**src/rtl/pipe_ctrl_pkg.sv**
```systemverilog
// Shared types for the pipeline stall/flush controller: FSM states, the
// per-stage enable/flush bundle and the normal-flow decision helper.
package pipe_ctrl_pkg;

    typedef enum logic [1:0] {
        RUN      = 2'd0,
        MEM_WAIT = 2'd1,
        HALTED   = 2'd2
    } ctrl_state_t;

    typedef struct packed {
        logic pc_en;
        logic ifid_en;
        logic ifid_flush;
        logic idex_en;
        logic idex_flush;
        logic exmem_en;
        logic memwb_en;
    } pipe_ctrl_t;

    localparam pipe_ctrl_t PIPE_CTRL_RUN = '{
        pc_en: 1'b1, ifid_en: 1'b1, ifid_flush: 1'b0, idex_en: 1'b1,
        idex_flush: 1'b0, exmem_en: 1'b1, memwb_en: 1'b1
    };

    // Unfrozen flow: a taken branch squashes IF/ID and ID/EX and wins over a
    // load-use bubble; a load-use holds PC and IF/ID for one cycle.
    function automatic pipe_ctrl_t run_rules(input logic br, input logic lu,
                                             input logic lu_prev);
        pipe_ctrl_t c;
        c = PIPE_CTRL_RUN;
        if (br) begin
            c.ifid_flush = 1'b1;
            c.idex_flush = 1'b1;
        end else if (lu && !lu_prev) begin
            c.pc_en      = 1'b0;
            c.ifid_en    = 1'b0;
            c.idex_flush = 1'b1;
        end
        return c;
    endfunction

endpackage

```
**src/rtl/pipeline_ctrl_sat_counter.sv**
```systemverilog
// Saturating up-counter; sticks at all-ones instead of wrapping.
module sat_counter #(
    parameter int W = 32
) (
    input  logic         clk,
    input  logic         rst_n,
    input  logic         inc,
    output logic [W-1:0] count
);

    always_ff @(posedge clk or negedge rst_n) begin
        if (!rst_n)
            count <= '0;
        else if (inc && (count != {W{1'b1}}))
            count <= count + W'(1);
    end

endmodule

```
**src/rtl/pipeline_ctrl.sv**
```systemverilog
// Central stall/flush controller for the 5-stage pipeline: per-stage enables
// and bubbles from hazard, branch, dmem handshake and halt, plus perf counters.
module pipeline_ctrl
    import pipe_ctrl_pkg::*;
#(
    parameter int CNT_W       = 32,
    parameter int MEM_TIMEOUT = 64,
    parameter int TO_W        = 7
) (
    input  logic             clk,
    input  logic             rst_n,
    input  logic             load_use_hazard,
    input  logic             branch_taken_ex,
    input  logic             dmem_req,
    input  logic             dmem_ready,
    input  logic             halt_req,
    output logic             pc_en,
    output logic             ifid_en,
    output logic             ifid_flush,
    output logic             idex_en,
    output logic             idex_flush,
    output logic             exmem_en,
    output logic             memwb_en,
    output logic             halted,
    output logic             mem_timeout,
    output logic [CNT_W-1:0] stall_cnt,
    output logic [CNT_W-1:0] flush_cnt
);

    localparam logic [TO_W-1:0] TO_LIM = TO_W'(MEM_TIMEOUT);

    ctrl_state_t     state, state_nxt;
    logic [TO_W-1:0] wait_cnt, wait_nxt;
    logic            lu_prev, lu_fire, to_set;
    logic            freeze;
    pipe_ctrl_t      ctl, ctl_out;

    assign freeze = dmem_req && !dmem_ready;

    always_comb begin
        ctl       = '0;
        state_nxt = state;
        wait_nxt  = wait_cnt;
        lu_fire   = 1'b0;
        to_set    = 1'b0;
        case (state)
            RUN: begin
                if (halt_req) begin
                    state_nxt = HALTED;
                end else if (freeze) begin
                    state_nxt = MEM_WAIT;
                    wait_nxt  = TO_W'(1);
                end else begin
                    ctl     = run_rules(branch_taken_ex, load_use_hazard, lu_prev);
                    lu_fire = !branch_taken_ex && load_use_hazard && !lu_prev;
                end
            end
            MEM_WAIT: begin
                // Branch/hazard inputs are held by the frozen EX/ID registers,
                // so they are only acted on in the cycle the access completes.
                if (dmem_ready) begin
                    ctl       = run_rules(branch_taken_ex, load_use_hazard, lu_prev);
                    lu_fire   = !branch_taken_ex && load_use_hazard && !lu_prev;
                    state_nxt = RUN;
                    wait_nxt  = '0;
                end else if (wait_cnt == TO_LIM) begin
                    state_nxt = HALTED;
                    to_set    = 1'b1;
                end else begin
                    wait_nxt = wait_cnt + TO_W'(1);
                end
            end
            HALTED:  state_nxt = HALTED;
            default: state_nxt = RUN;
        endcase
    end

    // Reset must kill every enable immediately, not at the next edge.
    assign ctl_out = rst_n ? ctl : '0;

    assign pc_en      = ctl_out.pc_en;
    assign ifid_en    = ctl_out.ifid_en;
    assign ifid_flush = ctl_out.ifid_flush;
    assign idex_en    = ctl_out.idex_en;
    assign idex_flush = ctl_out.idex_flush;
    assign exmem_en   = ctl_out.exmem_en;
    assign memwb_en   = ctl_out.memwb_en;

    always_ff @(posedge clk or negedge rst_n) begin
        if (!rst_n) begin
            state       <= RUN;
            wait_cnt    <= '0;
            lu_prev     <= 1'b0;
            mem_timeout <= 1'b0;
        end else begin
            state    <= state_nxt;
            wait_cnt <= wait_nxt;
            lu_prev  <= lu_fire;
            if (to_set)
                mem_timeout <= 1'b1;
        end
    end

    assign halted = (state == HALTED);

    sat_counter #(.W(CNT_W)) u_stall_cnt (
        .clk   (clk),
        .rst_n (rst_n),
        .inc   (!ctl_out.pc_en && (state != HALTED) && rst_n),
        .count (stall_cnt)
    );

    sat_counter #(.W(CNT_W)) u_flush_cnt (
        .clk   (clk),
        .rst_n (rst_n),
        .inc   (ctl_out.ifid_flush),
        .count (flush_cnt)
    );

endmodule
```
**config.mk**
```make
export PLATFORM = sky130hd
export DESIGN_NAME = pipeline_ctrl
export DESIGN_NICKNAME = d
export VERILOG_FILES = /design/src/rtl/pipe_ctrl_pkg.sv /design/src/rtl/pipeline_ctrl_sat_counter.sv /design/src/rtl/pipeline_ctrl.sv
export SDC_FILE = /design/constraint.sdc
export NUM_CORES = 1
export LEC_CHECK = 0
export CAP_MARGIN = 10
export CORE_MARGIN = 4
export CORE_UTILIZATION = 57
export CTS_BUF_LIST = sky130_fd_sc_hd__clkbuf_4
export CTS_CLUSTER_DIAMETER = 150
export DETAILED_ROUTE_END_ITERATION = 16
export PLACE_DENSITY_LB_ADDON = 0.25
export SYNTH_ARGS = -nofsm -noshare
export SYNTH_HDL_FRONTEND = slang
export SYNTH_SLANG_ARGS = --single-unit
export TNS_END_PERCENT = 20
```
**constraint.sdc**
```tcl
create_clock -name clk -period 4.3 [get_ports clk]
set_input_delay 0.43 -clock clk [delete_from_list [all_inputs] [get_ports clk]]
set_output_delay 0.43 -clock clk [all_outputs]
set_load 0.005 [all_outputs]
```
# Word-level counts from Yosys, hierarchy flattened
# Cells that the tools add are included.
word_totals:
  regBits: 75
op_classes:
  reduce_logical: 16
  n_mux: 27
  addsub: 3
  n_eq_ne: 11
ops:
  columns: ["operator", "n"]
  rows:
  - ["$add A32 B1 Y32 const B", 2]
  - ["$ne A32 B32 Y1 const B", 2]
  - ["$mux W7", 8]
  - ["$pmux W7 S2", 2]
  - ["$mux W2", 6]
  - ["$mux W1", 9]
  - ["$ne A3 B3 Y1 const B", 3]
  - ["$logic_and A1 B1 Y1", 8]
  - ["$add A7 B1 Y7 const B", 1]
  - ["$eq A7 B7 Y1 const B", 1]
  - ["$ne A2 B2 Y1 const B", 3]
  - ["$pmux W2 S3", 1]
  - ["$logic_not A1 Y1", 4]
  - ["$reduce_and A4 Y1", 1]
  - ["$eq A2 B1 Y1 const B", 1]
  - ["$eq A2 B2 Y1 const B", 1]
  - ["$logic_not A2 Y1", 1]
  - ["$pmux W1 S2", 1]
  - ["$reduce_and A2 Y1", 1]
  - ["$reduce_bool A2 Y1", 1]

# Logic depth before layout (Yosys ltp)
# Gate-level depths: netlist of run 1.
logic_depth:
  word_depth: 12
  depth_mapped: 9

# Cells and area by module
# A second synthesis of run 1 with hierarchy kept.
unflattened:
  hier_cells: 375
  area_unflattened_um2: 3943.8
modules_own_cells:
  columns: ["module", "cells_per_inst", "n_inst", "area_each_um2"]
  rows:
  - ["sat_counter", 151, 2, 1624.1]
  - ["pipeline_ctrl", 73, 1, 695.7]

# Worst setup path after synthesis of run 1
# OpenSTA, ideal clock, no wires.
synth_path:
  path_type: "register to register"
  from: "register u_stall_cnt.count[12]"
  to: "register u_stall_cnt.count[1]"
  required_ns: 4.175
  n_path_buf: 1
  period_less_slack_ns: 2.147
  arrival_ns: 2.022
  slack_ns: 2.153
  stages_incl_launch_ff: 7
  setup_ns: 0.125
  path_cell_list: "dfrtp_1 > nand3_2 > or4_1 > or3_1 > buf_6 > nand2_1 > mux2_2"
synth_via:
  elab_chain_len: 2
synth_lines:
  columns: ["element", "line", "text"]
  rows:
  - ["start: declaration", "pipeline_ctrl_sat_counter.sv:8", "output logic [W-1:0] count"]
  - ["start signal: assignment", "pipeline_ctrl_sat_counter.sv:15", "count <= count + W'(1);"]
  - ["$ne A32 B32 Y1", "pipeline_ctrl_sat_counter.sv:14", "else if (inc && (count != {W{1'b1}}))"]
  - ["$logic_and A1 B1 Y1", "pipeline_ctrl_sat_counter.sv:14", null]
# Every way passes these cells.
# A chain may end at the register's enable or synchronous reset.

# Worst setup path in the final report of run 1
layout_path:
  from: "input port rst_n"
  to: "output port ifid_flush"
layout_via:
  elab_chain_len: 1
layout_lines:
  columns: ["element", "line", "text"]
  rows:
  - ["start: declaration", "pipeline_ctrl.sv:11", "input logic rst_n,"]
  - ["$mux W7", "pipeline_ctrl.sv:79", "assign ctl_out = rst_n ? ctl : '0;"]
  - ["end: declaration", "pipeline_ctrl.sv:19", "output logic ifid_flush,"]
# Every way passes these cells.

==> metrics.cfg, run 1 <==
[clock_tree]
clk_latency_ps=410
cts_tree=done
cts-root-buf=clkbuf_4
cts_resized=0
cts_sinks=75
cts_max_path_buffers=2
htree_levels=3
clk_pin_slew_ps=110
cts_buffers=9

[pwr]
power.density_nw_per_um2=294
ir_drop_v=0.000282
p_leak_nw=1.99

[drt]
drtPass1Iterations=5
dr_total_vias=3227
drt-total-wl_microns=8970
drt_iter0_markers=268
vias_per_cell=5.99
drc=0
wl_per_cell_microns=16.6
ant_nets=0

[worst_setup_path]
cp.required_ps=3870
path_max_fanout=19
critPathArrivalTime_ps=2680
critPathMaxStageDelay_ps=520
cp-start-kind=input pin
path_cells=dlygate4sd3_1 -> buf_2 -> nor2b_1 -> nand4_1 -> inv_1 -> clkdlybuf4s50_1
worst_setup_path_end_kind=output port
cpMaxStageDelayCell=dlygate4sd3_1
worst-setup-path-type=input pin to output port

[placed_design]
gp_congestion=0.884
io_buffers=79
placedCellCount=523
place_hpwl_microns=6500

[floorplan]
io_pins=80
rows=29
die_w_microns=89.7
dieArea_sq_um=8040
start_util=0.592
core_sq_um=6420
die_h_microns=89.7

[timing]
maxSlewHeadroom=0.473
whs_ps=487
period_share=0.723
skew_ps=11.6
finalHoldViolations=0
rsz0062_at_grt=no
timing.fmax_mhz=322
period_needed_ps=3110
drv_slew=0
setup_viol=0
tightest_slew_ps=783
setup_tns_ps=0

[global_routing]
grt-ovfl-total=0
antenna_found_initial=0
grt_pass1_vias=3161
grt_max_degree=61
grt_usage=0.243
grt_pass1_wl_microns=15200

[synth]
synthCells=379
synth_common_cells=dfrtp_1 (75), xnor2_1 (40), nand3_1 (36), nand4_1 (28), nand2_1 (25)
syn-num-nets=390
synth_top_area_frac=0.494
synthTopCellsByArea=dfrtp_1 (49%), xnor2_1 (9.2%), xor2_1 (4.8%), nand3_1 (4.7%), nand4_1 (4.6%)
synth.distinct_cells=42
synthFlopType=dfrtp_1
synth_top_area_cell=dfrtp_1
syn_area_sq_um=3800
synth_seq_area_share=0.494
ys_seq_elements=75
post-synth-top-count-cell=dfrtp_1
synth-edff-count=0
syn_avg_cell_area_sq_um=10.0
synthArstFlopShare=1.00
yosys_warnings=0

[outcome]
outcome=completed

[cells_and_area]
instances_no_fill=539
areaGrowthSynthToFinish_pct=26.3
fin_util=0.747
antenna_cells=0
final_nets=469
fillers=473
drive_gt1_frac=0.0498

[min_path]
hp-class=input pin to async pin

[run]
maxCapViolCount=0

[timing repair]
| action | 4_1_cts | 5_1_grt |
|---|---|---|
| buffers inserted | 0 | 0 |
| hold buffers | 1 | 0 |
| hold endpoints to repair | 15 | 0 |
[power breakdown]
group	internal [mW]	switching (mW)
clock	0.288	0.243
sequential	0.732	0.0337
combinational	0.0659	0.0517
[routing by layer]
| metal | wire length [microns] | vias to the layer above | global-route usage |
|---|---|---|---|
| li1 | - | 1516 | - |
| met3 | 563 | 17 | 0.0356 |
| met4 | 176 | 0 | 0.0988 |
| met5 | 0 | - | 0 |
| met2 | 4280 | 146 | 0.379 |
| met1 | 3950 | 1548 | 0.343 |
[final timing paths]
| path | endpoint | startpoint | cells after the start | slack, ps |
|---|---|---|---|---|
| setup / recovery | ifid_flush | rst_n | 6 | 1190 |
| hold / removal | u_flush_cnt.count[5] | rst_n | 2 | 490 |
| max in group asynchronous | u_flush_cnt.count[21] | rst_n | 3 | 2710 |
| min in group clk | mem_timeout | mem_timeout | 1 | 490 |
| setup reg to reg | u_stall_cnt.count[1] | u_stall_cnt.count[12] | 5 | 1710 |
| hold reg to reg | mem_timeout | mem_timeout | 1 | 490 |
[sequential cells by signal, summed over array words and instances, names as in the netlist]
name               count
mem_timeout            1
u_flush_cnt.count     32
lu_prev                1
wait_cnt               7
state                  2
u_stall_cnt.count     32
[through the flow]
| stage | setup slack, ps | cell area [sq um] | power, mW |
|---|---|---|---|
| global placement | 1570 | 4620 | 0.889 |
| finish | 1190 | 4800 | 1.41 |
| global route | 1020 | 4800 | 1.47 |
| CTS | 1180 | 4800 | 1.42 |
| floorplan | 2150 | 3800 | 0.819 |
| detailed placement | 1450 | 4620 | 0.898 |
[worst max-delay path: cells and delay by family]
kind	cells	cell delay, ps
buffers and inverters	4	1610
AND/OR/NAND/NOR	2	620
[placed cells by master, fill, tap and decap left out, drive strengths merged, types with 2 or more instances in the layout]
cell type,count
a31oi,3
and4,7
xnor2,40
buf,3
and3,11
inv,11
and2,4
nand2b,4
clkinv,2
clkbuf,9
nand4,28
nor2b,3
nor3,18
nor4,9
clkdlybuf4s50,78
or3,7
nand3,38
dfrtp,75
nor2,17
or4,2
nand2,25
mux2,2
bufinv,3
ha,4
xor2,21
a21oi,11
o21ai,8
nor3b,5
[cells by family after synthesis]
group	Yosys count	share of synthesized area
AOI/OAI and AO/OA	28	0.0428
xor gates and xnor gates	61	0.141
adders and majority gates	4	0.0132
buffers and inverters	25	0.0323
DFF	75	0.494
muxes	2	0.00592
and+or+nand+nor	184	0.272
[cell type report]
class                      count  area [sq um]  share of cell area
multi-input combinational    279          1800               0.375
sequential                    75          1880               0.391
tap                           77          96.3              0.0201
inverter                      11          41.3             0.00860
clock inverter                 6           105              0.0219
timing repair buffer          82           811               0.169
clock buffer                   9          67.6              0.0141
Power figures use the tool's default switching activity.
==> run 2: changes to the inputs <==
--- a/config.mk
+++ b/config.mk
@@ -7,7 +7,7 @@
 export LEC_CHECK = 0
 export CAP_MARGIN = 10
 export CORE_MARGIN = 4
-export CORE_UTILIZATION = 57
+export CORE_UTILIZATION = 48
 export CTS_BUF_LIST = sky130_fd_sc_hd__clkbuf_4
 export CTS_CLUSTER_DIAMETER = 150
 export DETAILED_ROUTE_END_ITERATION = 16
==> constraint.sdc (replaced) <==
create_clock -name clk -period 2.7 [get_ports clk]
set_input_delay 0.27 -clock clk [delete_from_list [all_inputs] [get_ports clk]]
set_output_delay 0.27 -clock clk [all_outputs]
set_load 0.005 [all_outputs]
==> metrics.cfg, run 2 (synthesis gave the netlist of run 1 again) <==
[worst_setup_path]
critPathMaxStageDelay_ps=510  ; about the same
path_buf_inv=2  ; -2
worst-setup-path-type=flip-flop to output port
cp-start-kind=flip-flop
cpMaxStageDelayCell=clkdlybuf4s50_1
path_max_fanout=9  ; -10
critPathArrivalTime_ps=2230  ; -450 ps
worst_setup_path_end_kind=output port
path_cells=o21bai_1 -> nand4_1 -> inv_1 -> clkdlybuf4s50_1
cp.required_ps=2430  ; -1440 ps
critical-path-top-delay-family=buffers and inverters

[clock_tree]
clk_latency_ps=410  ; about the same
cts_resized=0  ; unchanged
cts_hold_buf=1  ; unchanged
htree_levels=3  ; unchanged
cts_sinks=75  ; unchanged
cts_buffers=9  ; unchanged
cts-root-buf=clkbuf_4
post_cts_buffers=0  ; unchanged
cts_max_path_buffers=2  ; unchanged
cts_tree=done
clk_pin_slew_ps=120  ; about the same

[global_routing]
grt_max_degree=40  ; -34%
grt_pass1_vias=3042  ; -3.8%
grt-ovfl-total=0  ; unchanged
grt_pass1_wl_microns=14600  ; -4.1%
grt_usage=0.185  ; -0.0582
antenna_found_initial=0  ; unchanged

[placed_design]
place_hpwl_microns=6410  ; -1.3%
io_buffers=79  ; unchanged
gp_congestion=0.833  ; -5.8%

[timing]
rsz0062_at_grt=no
finalHoldViolations=0  ; unchanged
tightest_slew_ps=580  ; -204 ps
period_needed_ps=2500
setup_viol=0  ; unchanged
setup_tns_ps=0  ; unchanged
maxSlewHeadroom=0.614  ; +0.141
timing.fmax_mhz=401
period_share=0.925
skew_ps=21.3  ; +9.75 ps
drv_slew=0  ; unchanged

[cells_and_area]
final_cell_mix=clkdlybuf4s50_1 (78), dfrtp_1 (75), xnor2_1 (40), nand3_1 (36), nand4_1 (28)
antenna_cells=0  ; unchanged
reg_top3=u_flush_cnt.count x32, u_stall_cnt.count x32, wait_cnt x7
drive_gt1_frac=0.0722  ; +0.0224
final_nets=477  ; +1.7%
areaGrowthSynthToFinish_pct=27.8
layout_commonest_cell=clkdlybuf4s50_1
fin_util=0.629  ; -0.119

[drt]
drt_iter0_markers=171  ; -36%
ant_nets=0  ; unchanged
drtPass1Iterations=4  ; -1
drc=0  ; unchanged
dr_total_vias=3166  ; -1.9%
wl_per_cell_microns=15.0  ; -9.6%
drt-total-wl_microns=8620  ; -3.9%
vias_per_cell=5.53  ; -7.7%

[floorplan]
start_util=0.492  ; -0.100
io_pins=80  ; unchanged
die_w_microns=97.0  ; +8.2%
dieArea_sq_um=9410  ; +17%
rows=32  ; +10%
die_h_microns=97.0  ; +8.2%
core_sq_um=7730  ; +20%

[outcome]
outcome=completed

[pwr]
ir_drop_v=0.000297  ; +5.5%
p_leak_nw=2.02  ; +1.3%
power.density_nw_per_um2=429  ; +46%

[run]
maxCapViolCount=0  ; unchanged

[min_path]
hp-class=input pin to async pin

[run 2: changes by cell type in the layout (fill, tap and decap cells not counted)]
cell	delta
buf_4	+9
clkinv_2	+3
bufinv_16	-2
clkinv_1	-2
buf_2	-1
clkinv_4	+1
clkinvlp_4	+1
[run 2: per-layer routing]
metal	global-route usage	share of wire
met1	0.268	0.47
met5	0	0
met3	0.0353	0.060
met2	0.282	0.46
met4	0.0594	0.011
[run 2: worst paths after layout]
kind / cells past startpoint / from / slack (ps) / end
max: 4 / state[0] / 200 / ifid_flush
min: 3 / rst_n / 470 / u_flush_cnt.count[22]
max reg2reg: 5 / u_stall_cnt.count[12] / 480 / u_stall_cnt.count[1]
min reg2reg: 1 / mem_timeout / 490 / mem_timeout
max in group asynchronous: 4 / rst_n / 1350 / u_stall_cnt.count[30]
min in group clk: 1 / mem_timeout / 490 / mem_timeout
[run 2: per-stage QoR]
stage	instances	hold WS [ps]	total power, mW	setup slack (ps)	area, sq um
floorplan	379	-25.6	1.30	553	3800
global placement	556	382	1.42	306	4710
detailed placement	556	387	1.43	298	4710
CTS	573	492	2.10	203	4860
global route	573	518	2.18	16.6	4860
finish	573	471	2.08	204	4860
[run 2: layout make-up]
cell class                      count  area (sq um)
Fill cell                         643          2870
Sequential cell                    75          1880
Multi-Input combinational cell    279          1800
Timing Repair Buffer               90           873
Tap cell                          102           128
Clock inverter                      7          68.8
Clock buffer                        9          67.6
Inverter                           11          41.3
[run 2: worst register-to-register path: stages (launching register included)]
cell and delay (ps):
dfrtp_1 490, nand3_2 170, or4_1 610, or3_1 390
nand2_1 130, mux2_2 340
[run 2: report_power, final]
group	internal [mW]	leakage [nW]	switching (mW)
clock	0.279	0.0717	0.402
combinational	0.106	0.927	0.0814
sequential	1.17	1.02	0.0496
total	1.55	2.02	0.533
==> run 3: changes to the inputs <==
--- a/config.mk
+++ b/config.mk
@@ -7,7 +7,7 @@
 export LEC_CHECK = 0
 export CAP_MARGIN = 10
 export CORE_MARGIN = 4
-export CORE_UTILIZATION = 48
+export CORE_UTILIZATION = 53
 export CTS_BUF_LIST = sky130_fd_sc_hd__clkbuf_4
 export CTS_CLUSTER_DIAMETER = 150
 export DETAILED_ROUTE_END_ITERATION = 16
==> constraint.sdc (replaced) <==
create_clock -name clk -period 2.6 [get_ports clk]
set_input_delay 0.26 -clock clk [delete_from_list [all_inputs] [get_ports clk]]
set_output_delay 0.26 -clock clk [all_outputs]
set_load 0.005 [all_outputs]
==> metrics.cfg, run 3 (synthesis gave the netlist of run 1 again) <==
[clock_tree]
cts_resized=0  ; unchanged
clk_pin_slew_ps=120  ; about the same
cts_sinks=75  ; unchanged
cts-root-buf=clkbuf_4
cts_tree=done
cts_max_path_buffers=2  ; unchanged
htree_levels=3  ; unchanged
cts_buffers=9  ; unchanged
post_cts_buffers=0  ; unchanged
cts_hold_buf=0  ; -1
clk_latency_ps=410  ; about the same

[cells_and_area]
fillers=548  ; -15%
drive_gt1_frac=0.0681  ; -0.00410
reg_top3=u_flush_cnt.count x32, u_stall_cnt.count x32, wait_cnt x7
regArea_sq_um=1880  ; unchanged
layout_commonest_cell=clkdlybuf4s50_1
final_nets=476  ; -0.21%
areaGrowthSynthToFinish_pct=27.6
instances_no_fill=566  ; -1.2%
final_cell_area_sq_um=4850  ; -0.13%
multi_input_area_sq_um=1800  ; unchanged
antenna_cells=0  ; unchanged
final_cell_mix=clkdlybuf4s50_1 (78), dfrtp_1 (75), xnor2_1 (40), nand3_1 (36), nand4_1 (28)

[timing]
timing.fmax_mhz=426
maxSlewHeadroom=0.384  ; -0.230
setup_viol=0  ; unchanged
period_needed_ps=2350
tightest_slew_ps=925  ; +345 ps
skew_ps=14.3  ; -7.02 ps
finalHoldViolations=0  ; unchanged
setup_tns_ps=0  ; unchanged
drv_slew=0  ; unchanged
rsz0062_at_grt=no
period_share=0.902

[worst_setup_path]
worst_setup_path_end_kind=output port
path_max_fanout=9  ; unchanged
worst-setup-path-type=flip-flop to output port
startpoint=state[0]
worstReg2RegStart=u_flush_cnt.count[6]
rrSetupSlack_ps=360  ; -120 ps
critPathArrivalTime_ps=2090  ; -140 ps
cp.required_ps=2340  ; -90 ps
rr_worst_depth=5  ; unchanged
r2r_end=u_flush_cnt.count[30]
cp-start-kind=flip-flop

[global_routing]
grt-ovfl-total=0  ; unchanged
grt_max_degree=76  ; +90%
grt_pass1_vias=3123  ; +2.7%
antenna_found_initial=0  ; unchanged
grt_usage=0.215  ; +0.0302
grt_pass1_wl_microns=14900  ; +2.1%

[min_path]
hp-class=input pin to async pin

[outcome]
outcome=completed

[floorplan]
start_util=0.553  ; +0.0615
die_w_microns=92.7  ; -4.4%
io_pins=80  ; unchanged
core_sq_um=6870  ; -11%
rows=30  ; -6.3%
die_h_microns=92.7  ; -4.4%
dieArea_sq_um=8590  ; -8.7%

[drt]
dr_total_vias=3216  ; +1.6%
drt_iter0_markers=140  ; -18%
drt-total-wl_microns=8740  ; +1.4%
ant_nets=0  ; unchanged
drc=0  ; unchanged
wl_per_cell_microns=15.4  ; +2.6%
vias_per_cell=5.68  ; +2.8%
drtPass1Iterations=5  ; +1

[placed_design]
io_buffers=79  ; unchanged
gp_congestion=0.847  ; +1.7%
placedCellCount=550  ; -1.1%
post_dp_cell_area_sq_um=4700  ; -0.21%
place_hpwl_microns=6400  ; -0.19%

[run]
maxCapViolCount=0  ; unchanged

[pwr]
p_leak_nw=2.03  ; +0.42%
ir_drop_v=0.000279  ; -6.3%
power.density_nw_per_um2=458  ; +6.9%

[run 3: cell types whose count changed in the layout (fill, tap and decap cells not counted), sizes merged]
cell / before / now
bufinv: 1 / 2
clkinv: 4 / 5
clkinvlp: 2 / 0
dlygate4sd3: 1 / 0
[run 3: worst max path at each step]
stage / to / slack, ps / depth (start not counted)
finish: ifid_en / 250 / 3
global route: pc_en / 80 / 3
CTS: ifid_en / 230 / 3
detailed placement: wait_cnt[6] / 300 / 6
global placement: ifid_en / 360 / 4
floorplan: u_stall_cnt.count[1] / 450 / 6
[run 3: metal layers]
layer	part of all wire	up-vias	global-route usage	routed length [microns]
met4	0.014	0	0.0794	120
met1	0.45	1575	0.291	3930
met3	0.054	10	0.0406	476
li1	-	1536	-	-
met5	0	-	0	0
met2	0.48	95	0.347	4220
[run 3: metrics by stage]
stage          power [mW]  utilization  hold WS, ps  worst slack, ps
2_1_floorplan        1.36            -        -35.6              453
3_3_place_gp         1.47        0.684          455              362
3_5_place_dp         1.48        0.684          456              305
4_1_cts              2.25        0.706          218              226
5_1_grt              2.34        0.706          259             84.8
6_report             2.22        0.706          193              254
[run 3: area by class of cell]
type / count / area share
clock buffer: 9 / 0.0139
clock inverter: 7 / 0.0170
inverter: 11 / 0.00851
multi-input combinational: 279 / 0.371
sequential: 75 / 0.387
tap: 96 / 0.0248
timing repair buffer: 89 / 0.177
[run 3: worst max-delay path: stages, from the launching register on]
cell and delay (ps):
dfrtp_1 470, o21bai_1 290, and4_1 380, clkdlybuf4s50_1 550
[run 3: where the power goes]
| group | leakage, nW | switching, mW | internal [mW] |
|---|---|---|---|
| registers | 1.02 | 0.0510 | 1.21 |
| logic | 0.923 | 0.0837 | 0.107 |
| clock network | 0.0845 | 0.392 | 0.379 |
